==> src/rtl/rs_alu.sv <==
// ALU reservation station. Holds up to RS_SIZE instructions, snoops the CDB for
// missing operands, and issues the lowest-index ready entry through a registered port.
module rs_alu #(
  parameter int               RS_SIZE = 6,
  parameter int               DATA_W  = 32,
  parameter int               TAG_W   = 4,
  parameter logic [TAG_W-1:0] NO_TAG  = 4'b1111,
  parameter logic [2:0]       NO_FREE = 3'b111
) (
  input  logic               clk,
  input  logic               rst,
  output logic [RS_SIZE-1:0] free_status,
  input  logic [2:0]         free_tag,
  input  logic               alloc_en,
  input  logic [4:0]         alloc_op,
  input  logic [TAG_W-1:0]   alloc_q1,
  input  logic [TAG_W-1:0]   alloc_q2,
  input  logic [DATA_W-1:0]  alloc_v1,
  input  logic [DATA_W-1:0]  alloc_v2,
  input  logic [TAG_W-1:0]   alloc_dest,
  input  logic               cdb_en,
  input  logic [TAG_W-1:0]   cdb_tag,
  input  logic [DATA_W-1:0]  cdb_data,
  input  logic               exec_ready,
  output logic               issue_en,
  output logic [4:0]         issue_op,
  output logic [DATA_W-1:0]  issue_a,
  output logic [DATA_W-1:0]  issue_b,
  output logic [TAG_W-1:0]   issue_dest,
  input  logic               flush
);

  logic [RS_SIZE-1:0] r_valid;
  logic [4:0]         r_op   [RS_SIZE];
  logic [TAG_W-1:0]   r_q1   [RS_SIZE];
  logic [TAG_W-1:0]   r_q2   [RS_SIZE];
  logic [DATA_W-1:0]  r_v1   [RS_SIZE];
  logic [DATA_W-1:0]  r_v2   [RS_SIZE];
  logic [TAG_W-1:0]   r_dest [RS_SIZE];

  logic [RS_SIZE-1:0] w_ready;
  logic [RS_SIZE-1:0] w_grant;
  logic               w_any;
  logic               w_issue;
  logic               w_alloc;
  logic               w_cdb_live;
  logic [4:0]         w_sel_op;
  logic [DATA_W-1:0]  w_sel_a;
  logic [DATA_W-1:0]  w_sel_b;
  logic [TAG_W-1:0]   w_sel_dest;
  logic               w_byp1;
  logic               w_byp2;
  logic [TAG_W-1:0]   w_new_q1;
  logic [TAG_W-1:0]   w_new_q2;
  logic [DATA_W-1:0]  w_new_v1;
  logic [DATA_W-1:0]  w_new_v2;

  assign free_status = ~r_valid;

  // A broadcast of NO_TAG is meaningless and must never resolve anything.
  assign w_cdb_live = cdb_en && (cdb_tag != NO_TAG);
  assign w_alloc    = alloc_en && (free_tag != NO_FREE);

  assign w_byp1   = w_cdb_live && (alloc_q1 == cdb_tag);
  assign w_byp2   = w_cdb_live && (alloc_q2 == cdb_tag);
  assign w_new_q1 = w_byp1 ? NO_TAG : alloc_q1;
  assign w_new_q2 = w_byp2 ? NO_TAG : alloc_q2;
  assign w_new_v1 = w_byp1 ? cdb_data : alloc_v1;
  assign w_new_v2 = w_byp2 ? cdb_data : alloc_v2;

  always_comb begin
    for (int i = 0; i < RS_SIZE; i++) begin
      w_ready[i] = r_valid[i] && (r_q1[i] == NO_TAG) && (r_q2[i] == NO_TAG);
    end
  end

  // Scan from the top so the lowest ready index is the last one to win.
  always_comb begin
    w_grant    = '0;
    w_any      = 1'b0;
    w_sel_op   = '0;
    w_sel_a    = '0;
    w_sel_b    = '0;
    w_sel_dest = '0;
    for (int i = RS_SIZE - 1; i >= 0; i--) begin
      if (w_ready[i]) begin
        w_grant    = '0;
        w_grant[i] = 1'b1;
        w_any      = 1'b1;
        w_sel_op   = r_op[i];
        w_sel_a    = r_v1[i];
        w_sel_b    = r_v2[i];
        w_sel_dest = r_dest[i];
      end
    end
  end

  assign w_issue = exec_ready && w_any;

  always_ff @(posedge clk or negedge rst) begin
    if (!rst) begin
      r_valid <= '0;
      for (int i = 0; i < RS_SIZE; i++) begin
        r_op[i]   <= '0;
        r_q1[i]   <= NO_TAG;
        r_q2[i]   <= NO_TAG;
        r_v1[i]   <= '0;
        r_v2[i]   <= '0;
        r_dest[i] <= '0;
      end
    end else if (flush) begin
      r_valid <= '0;
    end else begin
      for (int i = 0; i < RS_SIZE; i++) begin
        if (r_valid[i] && w_cdb_live) begin
          if (r_q1[i] == cdb_tag) begin
            r_q1[i] <= NO_TAG;
            r_v1[i] <= cdb_data;
          end
          if (r_q2[i] == cdb_tag) begin
            r_q2[i] <= NO_TAG;
            r_v2[i] <= cdb_data;
          end
        end
        if (w_issue && w_grant[i]) begin
          r_valid[i] <= 1'b0;
        end
        // The allocation target is always an empty slot, so it never collides with issue or snoop.
        if (w_alloc && (free_tag == 3'(i))) begin
          r_valid[i] <= 1'b1;
          r_op[i]    <= alloc_op;
          r_q1[i]    <= w_new_q1;
          r_q2[i]    <= w_new_q2;
          r_v1[i]    <= w_new_v1;
          r_v2[i]    <= w_new_v2;
          r_dest[i]  <= alloc_dest;
        end
      end
    end
  end

  always_ff @(posedge clk or negedge rst) begin
    if (!rst) begin
      issue_en   <= 1'b0;
      issue_op   <= '0;
      issue_a    <= '0;
      issue_b    <= '0;
      issue_dest <= '0;
    end else if (flush) begin
      issue_en <= 1'b0;
    end else if (w_issue) begin
      issue_en   <= 1'b1;
      issue_op   <= w_sel_op;
      issue_a    <= w_sel_a;
      issue_b    <= w_sel_b;
      issue_dest <= w_sel_dest;
    end else begin
      issue_en <= 1'b0;
    end
  end

endmodule

==> config.mk <==
export PLATFORM = sky130hd
export DESIGN_NAME = rs_alu
export DESIGN_NICKNAME = d
export VERILOG_FILES = /design/src/rtl/rs_alu.sv
export SDC_FILE = /design/constraint.sdc
export NUM_CORES = 1
export LEC_CHECK = 0
export ABC_CLOCK_PERIOD_IN_PS = 2700
export CAP_MARGIN = 20
export CORE_MARGIN = 3
export CORE_UTILIZATION = 50
export DETAILED_ROUTE_END_ITERATION = 8
export PLACE_DENSITY = 0.7
export SLEW_MARGIN = 20
export SYNTH_ARGS = -nofsm -noshare
export SYNTH_HDL_FRONTEND = slang
export SYNTH_SLANG_ARGS = --single-unit
==> constraint.sdc <==
create_clock -name clk -period 2.7 [get_ports clk]
set_clock_uncertainty 0.05 [all_clocks]
set_input_delay 0.27 -clock clk [delete_from_list [all_inputs] [get_ports clk]]
set_output_delay 0.27 -clock clk [all_outputs]
set_load 0.005 [all_outputs]
Word-level counts from Yosys, hierarchy flattened:

Cells that the tools add are included.

* add/sub/neg operators: 0
* multiply operators: 0
* div/mod/pow operators: 0
* order comparisons: 0
* eq/ne operators: 33
* shift operators: 0
* muxes and demuxes: 127
* bitwise operators: 2
* reductions and logical operators: 79

Operator list (count)
* $mux W32: 50
* $mux W4: 44
* $eq A4 B4 Y1: 14
* $eq A4 B4 Y1 const B: 12
* $mux W6: 7
* $reduce_and A3 Y1: 12
* $reduce_bool A2 Y1: 18
* $logic_and A1 B1 Y1: 35
* $mux W5: 6
* $mux W1: 20
* $reduce_bool A3 Y1: 6
* $reduce_and A2 Y1: 7
* $eq A3 B2 Y1 const B: 2
* $eq A3 B3 Y1 const B: 2
* $not A6 Y6: 1
* $ne A4 B4 Y1 const B: 1
* $eq A3 B1 Y1 const B: 1
* $logic_not A3 Y1: 1
* $ne A3 B3 Y1 const B: 1
* $not A1 Y1: 1

* bits in registers: 566
* bits in latches: 0
* memory bits (writable): 0
* memory bits (read-only): 0
* output and inout bits: 80
* logic and storage cells: 288
* memories: 0

Longest topological paths before layout:

Gate-level depths: netlist of the first run.

* depth after elaboration: 14
* mapped depth: 10
* depth with buffers taken out: 6

Worst setup path before layout of the first run:

Ideal clock, no wire load.

* kind: reg-to-reg
* start: register r_q2[22] (netlist name)
* end: register issue_a[10]
* setup time: 0.136 ns
* arrival: 2.136 ns
* data required time: 2.514 ns
* path slack: 0.378 ns
* stages on the path, launching flop included: 10
* buffers on the path: 4
* clock period less this slack: 2.322 ns
* cells stage by stage: dfstp_2 > nand4_1 > or3_1 > clkbuf_1 > and3_1 > clkbuf_1 > buf_2 > buf_2 > a222oi_1 > a31oi_1

* word-level cells in the longest chain between the ends: 5

Ends and longest elaborated chain
* from (decl): line 36 `logic [TAG_W-1:0] r_q2 [RS_SIZE];`
* from (signal, indexed assignment): line 133 `r_q2[i] <= w_new_q2;`
* $eq A4 B4 Y1 (*): line 73 `w_ready[i] = r_valid[i] && (r_q1[i] == NO_TAG) && (r_q2[i] == NO_TAG);`
* $logic_and A1 B1 Y1 (*): line 73
* $mux W1: line 86 `if (w_ready[i]) begin`
* $logic_and A1 B1 Y1: line 98 `assign w_issue = exec_ready && w_any;`
* $reduce_and A2 Y1 (no source line)
* to (signal assigned): line 154 `issue_a <= w_sel_a;`
* to (decl): line 27 `output logic [DATA_W-1:0] issue_a,`

Mark *: on every way between the ends. The rest lies on a longest branch, timed or not.
A chain may end at the register's enable or synchronous reset.

Worst setup path in the final report of the first run:

* start: register r_q1[7] (netlist name)
* end: register issue_b[10]

* word-level cells in the longest chain between the ends: 10

Ends and longest elaborated chain
* from (decl): line 35 `logic [TAG_W-1:0] r_q1 [RS_SIZE];`
* from (signal, indexed assignment): line 132 `r_q1[i] <= w_new_q1;`
* $eq A4 B4 Y1 (*): line 73
* $logic_and A1 B1 Y1 (*) (2 in series): line 73
* $mux W1 (5 in series): line 86
* $logic_and A1 B1 Y1: line 98
* $reduce_and A2 Y1 (no source line)
* to (signal assigned): line 155 `issue_b <= w_sel_b;`
* to (decl): line 28 `output logic [DATA_W-1:0] issue_b,`

Marks and branches as above.

==> run_results.csv, run 1 <==
group,metric,value,unit
run_status,status,"complete, no violations",
logic_synthesis,synth_edf_count,0,
clock_tree,path_clk_slew,0.06,ns
logic_synthesis,synth_flop_cell,"dfrtp_1",
placement,gp_congestion,0.8941,
hold_path,hold_path_class,"input pin to async pin",
setup_path,required,3.15,ns
timing,rsz0062_at_grt,"no",
logic_synthesis,synth_area_leaders,"dfrtp_1, mux2i_1, o21ai_0, nand2_1, dfstp_2",
clock_tree,clk_latency,0.62,ns
detailed_routing,wl_per_cell,24.56,um
clock_tree,cts_root_buffer,"clkbuf_16",
die,core,0.05520,sq mm
logic_synthesis,synthCells,2729,
grt,grt_overflow,0,
setup_path,r2r_cells,10,
logic_synthesis,synth.avg_cell_area,10.24,sq um
clock_tree,clk_path_buf_depth,3,
grt,grt_pass1_wl,138.9,mm
cells_and_area,stdcell_count,3669,
timing,period_share,97.53,%
detailed_routing,vias,23082,
cells_and_area,drive_gt1_share,12.92,%
detailed_routing,drt_pass1_iterations,8,
logic_synthesis,async_reset_ff_share,100.0,%
die,fp-row-count,86,
placement,port_buffers,205,
detailed_routing,drt_iter0_drc,2692,
timing,finalMaxSlewViolations,0,
cells_and_area,multi_input_area,0.01263,sq mm
setup_path,path_class,"flip-flop to flip-flop",
timing,tightest_slew,0.8237,ns
logic_synthesis,synth-seq-area-share,50.88,%
cells_and_area,final_util,61.29,%
detailed_routing,drc_errors,0,
setup_path,arrival,3.09,ns
setup_path,start_kind,"flip-flop",
cells_and_area,register_area,0.01422,sq mm
logic_synthesis,synth_nets,2855,
pwr,peakVddDrop,0.0006024,V
die,io_pins,206,
clock_tree,cts_tree,"yes",
cells_and_area,num-fill-cells,4432,
logic_synthesis,yosys.area.top_type,"dfrtp_1",
die,initial_core_util,50.64,%
timing,layout_min_cycle_time,2.633,ns
cells_and_area,area_growth_syn_to_layout,21.03,%
detailed_routing,drt-total-wl,90.13,mm
clock_tree,cts_made_buffers,59,
clock_tree,cts_max_level,2,
grt,track_usage,29.99,%
logic_synthesis,syn_area,0.02796,sq mm
pwr,cellLeakagePower,0.01658,uW
setup_path,critPathMaxFanout,33,
cells_and_area,final_nets,2998,
logic_synthesis,ys_warn_count,0,
detailed_routing,post_drt_via_cell_ratio,6.291,
setup_path,endpoint_kind,"flip-flop",
placement,hpwl,57.28,mm
timing,hold_viol_final,0,
timing,slew_headroom,45.03,%
detailed_routing,drtAntennaViolNets,0,
clock_tree,numClockSinks,566,
pwr,power_density,757.5,mW/mm^2
flow_run,drv_cap,0,
placement,dp.cells,3555,
logic_synthesis,ys_ff_latch,566,
logic_synthesis,synth_top_area_share,46.37,%
grt,grt_max_degree,70,
grt,grt_pass1_vias,23624,
logic_synthesis,ys_types,46,
grt,antenna_found_initial,5,
timing,finalSetupViolCount,0,
die,die_area,0.05878,sq mm
die,die_w,242.5,um
die,die_h,242.5,um
timing,max_freq,0.3798,GHz
-- flip-flops by register name, indices dropped and copies added, names as in the netlist --
name / cells
issue_en: 1
r_q1: 24
issue_b: 32
issue_op: 5
r_q2: 24
r_v1: 192
issue_dest: 4
r_valid: 6
r_op: 30
issue_a: 32
r_v2: 192
r_dest: 24
-- cells in the final DEF, fill, tap and decap left out, types with 15 or more instances in the layout --
master and n:
clkdlybuf4s50_1 204, nand2_1 418, a221oi_1 15, a31oi_1 44, nand4_1 22, mux2i_1 384
a22oi_1 34, mux2_2 54, a221o_1 43, inv_1 42, o21ai_0 385, dfrtp_1 518
nand2_2 17, a21oi_1 47, o21a_1 16, o2bb2ai_1 16, a222oi_1 57, o221ai_1 16
o211ai_1 59, nand3_1 23, dfstp_2 48, nor2_1 76, buf_4 68, xnor2_1 48
clkbuf_8 19, buf_12 56, clkbuf_16 62
-- where the power goes --
group / leakage (uW) / total [uW] / switching [uW] / internal, uW
sequential: 0.00702 / 12200 / 1450 / 10800
clock: 0.00100 / 8570 / 3510 / 5060
combinational: 0.00856 / 4850 / 2270 / 2580
-- Yosys cell counts, types with 34 or more instances --
cell,count
dfrtp_1,518
nand2_1,429
o21ai_0,385
mux2i_1,384
clkbuf_1,183
nor2_1,78
o211ai_1,59
a222oi_1,57
mux2_2,54
dfstp_2,48
xnor2_1,48
a21oi_1,47
a31oi_1,44
a221o_1,43
inv_1,42
buf_4,38
a22oi_1,34
-- through the flow --
step	TNS [ns]	hold slack (ns)	total power (uW)	setup slack, ns	area, sq um
3_3_place_gp	-0.01087	0.2605	16790	-0.01087	31690
6_report	0	0.2017	25630	0.06679	33840
4_1_cts	0	0.1937	25680	0.02365	33740
3_5_place_dp	0	0.2574	17130	0.04292	31690
5_1_grt	0	0.2462	26860	0.002341	33830
2_1_floorplan	0	-0.07559	14340	0.3778	27960
-- final timing paths --
path,to,slack (ns),from
setup / recovery,issue_b[10],0.07,r_q1[7]
hold / removal,r_v1[68],0.20,rst
min in group clk,r_v2[10],0.37,alloc_v2[10]
max in group asynchronous,r_q2[7],1.53,rst
hold reg to reg,r_v1[136],0.43,r_v1[136]
setup reg to reg,issue_b[10],0.07,r_q1[7]
-- what timing repair did --
action,in CTS,in global routing
hold buffers,1,0
gates resized for setup,0,9
setup endpoints to repair,0,31
endpoints found under the hold margin,56,0
buffers inserted,0,2
-- cell families (layout without fill, tap and decap cells) --
kind of cell / after synthesis / after routing / share of synthesized area [%]
compound gates: 776 / 776 / 17.97
buf+inv: 297 / 487 / 4.682
xor+xnor: 56 / 56 / 1.754
flops: 566 / 566 / 50.88
other cells: 0 / 2 / 0
mux: 438 / 438 / 15.92
simple gates: 596 / 596 / 8.786
-- cell type report --
cell class              instances  area share (%)
inverters                      42          0.4659
clock inverters                18          0.6989
repair buffers                337           11.34
flip-flops and latches        566           42.04
diodes                          2         0.01479
well taps                     748           2.766
clock buffers                  90           5.332
multi-input cells            1866           37.34
-- metal layers --
metal,up-vias,global-route usage (%),share of wire (%)
met3,215,6.652,8.9
met1,11628,39.60,41
li1,10150,-,-
met5,-,0,0.019
met4,2,11.07,3.3
met2,1087,48.73,47
-- worst max-delay path, stage by stage, from the launching register on --
cell and delay (ns):
dfstp_2 0.55, nand3_1 0.12, nor4_4 0.22, buf_4 0.19
buf_16 0.25, nor2b_4 0.14, buf_12 0.18, a221oi_1 0.31
o211ai_1 0.20, buf_4 0.19, o21a_1 0.09
Power figures use the tool's default switching activity.
==> run 2, diff against run 1 <==
Settings changed: REMOVE_ABC_BUFFERS set to 1.
==> run 2 against run 1 <==
  * Sequential power about the same
  * Power down 0.41%
  * Die area unchanged
  * Non-clock buffer count up 7
  * Largest cell class unchanged
==> run_results.csv, run 2 (synthesis gave the netlist of run 1 again) <==
group,metric,value,unit
setup_path,reg2reg_to,"issue_a[1]",
die,core,0.05520,sq mm
die,fp-row-count,86,
timing,period_share,95.35,%
clock_tree,path_clk_slew,0.06,ns
clock_tree,cts_max_level,2,
grt,track_usage,31.39,%
setup_path,endpoint_kind,"flip-flop",
die,die_h,242.5,um
grt,grt_overflow,0,
clock_tree,clk_path_buf_depth,3,
grt,grt_pass1_vias,23869,
timing,slew_headroom,42.65,%
detailed_routing,wl_per_cell,25.40,um
clock_tree,cts_tree,"yes",
cells_and_area,drive_gt1_share,13.09,%
cells_and_area,area_growth_syn_to_layout,21.09,%
timing,max_freq,0.3884,GHz
placement,port_buffers,205,
clock_tree,clk_latency,0.63,ns
setup_path,critPathMaxStageDelay,0.56,ns
detailed_routing,post_drt_via_cell_ratio,6.360,
die,initial_core_util,50.64,%
cells_and_area,register_area,0.01422,sq mm
setup_path,path_class,"flip-flop to flip-flop",
cells_and_area,top_regs,"r_v1 (192), r_v2 (192)",
placement,postPlaceCellArea,0.03181,sq mm
pwr,cellLeakagePower,0.01661,uW
setup_path,required,3.19,ns
setup_path,critPathMaxFanout,37,
grt,grt_pass1_wl,144.1,mm
clock_tree,numClockSinks,566,
clock_tree,cts_root_buffer,"clkbuf_16",
setup_path,start_kind,"flip-flop",
flow_run,drv_cap,0,
pwr,power_density,754.1,mW/mm^2
clock_tree,cts_made_buffers,60,
setup_path,rr_startpoint,"r_q1[1]",
clock_tree,post_cts_buffers,0,
die,die_w,242.5,um
setup_path,slowest_stage,"dfstp_2",
grt,grt_max_degree,73,
pwr,peakVddDrop,0.0005283,V
detailed_routing,drc_errors,0,
hold_path,hold_path_class,"input pin to async pin",
timing,rsz0062_at_grt,"no",
detailed_routing,drtAntennaViolNets,0,
placement,hpwl,57.85,mm
cells_and_area,num-fill-cells,4449,
timing,finalMaxSlewViolations,0,
cells_and_area,multi_input_area,0.01263,sq mm
timing,finalSetupViolCount,0,
timing,hold_viol_final,0,
placement,preCtsSetupSlack,0.01665,ns
run_status,status,"complete, no violations",
setup_path,path_cells,"nand4_1, nor4_2, buf_4, nor2_1, a311oi_4, buf_12, buf_12, nor2_1, a41oi_1",
cells_and_area,final_common_cell,"dfrtp_1",
setup_path,arrival,3.06,ns
setup_path,reg2reg_slack,0.13,ns
cells_and_area,final_nets,3006,
detailed_routing,vias,23386,
die,io_pins,206,
cells_and_area,fin_area,0.03385,sq mm
die,die_area,0.05878,sq mm
timing,setup_slack,0.1256,ns
detailed_routing,drt-total-wl,93.39,mm
timing,layout_min_cycle_time,2.574,ns
detailed_routing,drt_iter0_drc,2518,
detailed_routing,drt_pass1_iterations,8,
placement,gp_congestion,0.8811,
timing,tightest_slew,0.8570,ns
setup_path,r2r_cells,9,
grt,antenna_found_initial,6,
cells_and_area,mostFrequentLayoutCells,"dfrtp_1, nand2_1, o21ai_0",
==> run 2: per-layer routing <==
layer  GRT usage, %  routed length, um
met5              0                 42
met4          11.19               3139
met3          5.634               7789
met2          50.79              43510
met1          42.67              38910
==> run 2: through the flow <==
stage	TNS (ns)	instances	utilization (%)	hold slack, ns	total power, uW
finish	0	3677	61.33	0.1110	25530
global route	0	3674	61.31	0.1815	26710
CTS	0	3674	61.30	0.1543	25590
detailed placement	0	3565	57.63	0.2257	17140
global placement	0	3565	57.63	0.2224	16830
floorplan	-859.83	2474	-	-0.07559	14250
==> run 2: where the power goes <==
group	internal, uW	switching [uW]
logic	2580	2270
registers	10800	1460
clock network	4960	3490
total	18300	7220
==> run 2: what timing repair did <==
item,in CTS,in global routing
endpoints found under the setup margin,0,19
hold buffers,1,0
resized for setup,0,1
endpoints found under the hold margin,47,0
==> run 2: worst max-delay path by stage <==
stage | depth (start not counted) | from | slack, ns | end
2_1_floorplan | 5 | r_q2[22] | -9.52 | issue_a[12]
3_3_place_gp | 9 | cdb_tag[3] | 0.07 | r_v1[82]
3_5_place_dp | 9 | cdb_tag[3] | 0.02 | r_v1[82]
4_1_cts | 9 | r_q1[1] | 0.12 | issue_a[1]
5_1_grt | 8 | r_q1[23] | 0.002 | issue_a[24]
6_report | 9 | r_q1[1] | 0.13 | issue_a[1]
==> run 2: cell type report <==
| cell class | count | share of cell area [%] |
|---|---|---|
| Tap cell | 748 | 2.765 |
| Sequential cell | 566 | 42.02 |
| Clock buffer | 93 | 5.459 |
| Inverter | 42 | 0.4657 |
| Multi-Input combinational cell | 1866 | 37.32 |
| Clock inverter | 15 | 0.4916 |
| Antenna cell | 3 | 0.02218 |
| Timing Repair Buffer | 344 | 11.46 |
==> run 2: worst max-delay path: cells and delay by family (launching register included) <==
| family | cells | cell delay (ns) |
|---|---|---|
| flops | 1 | 0.56 |
| buf+inv | 3 | 0.70 |
| simple gates | 4 | 0.57 |
| compound gates | 2 | 0.57 |
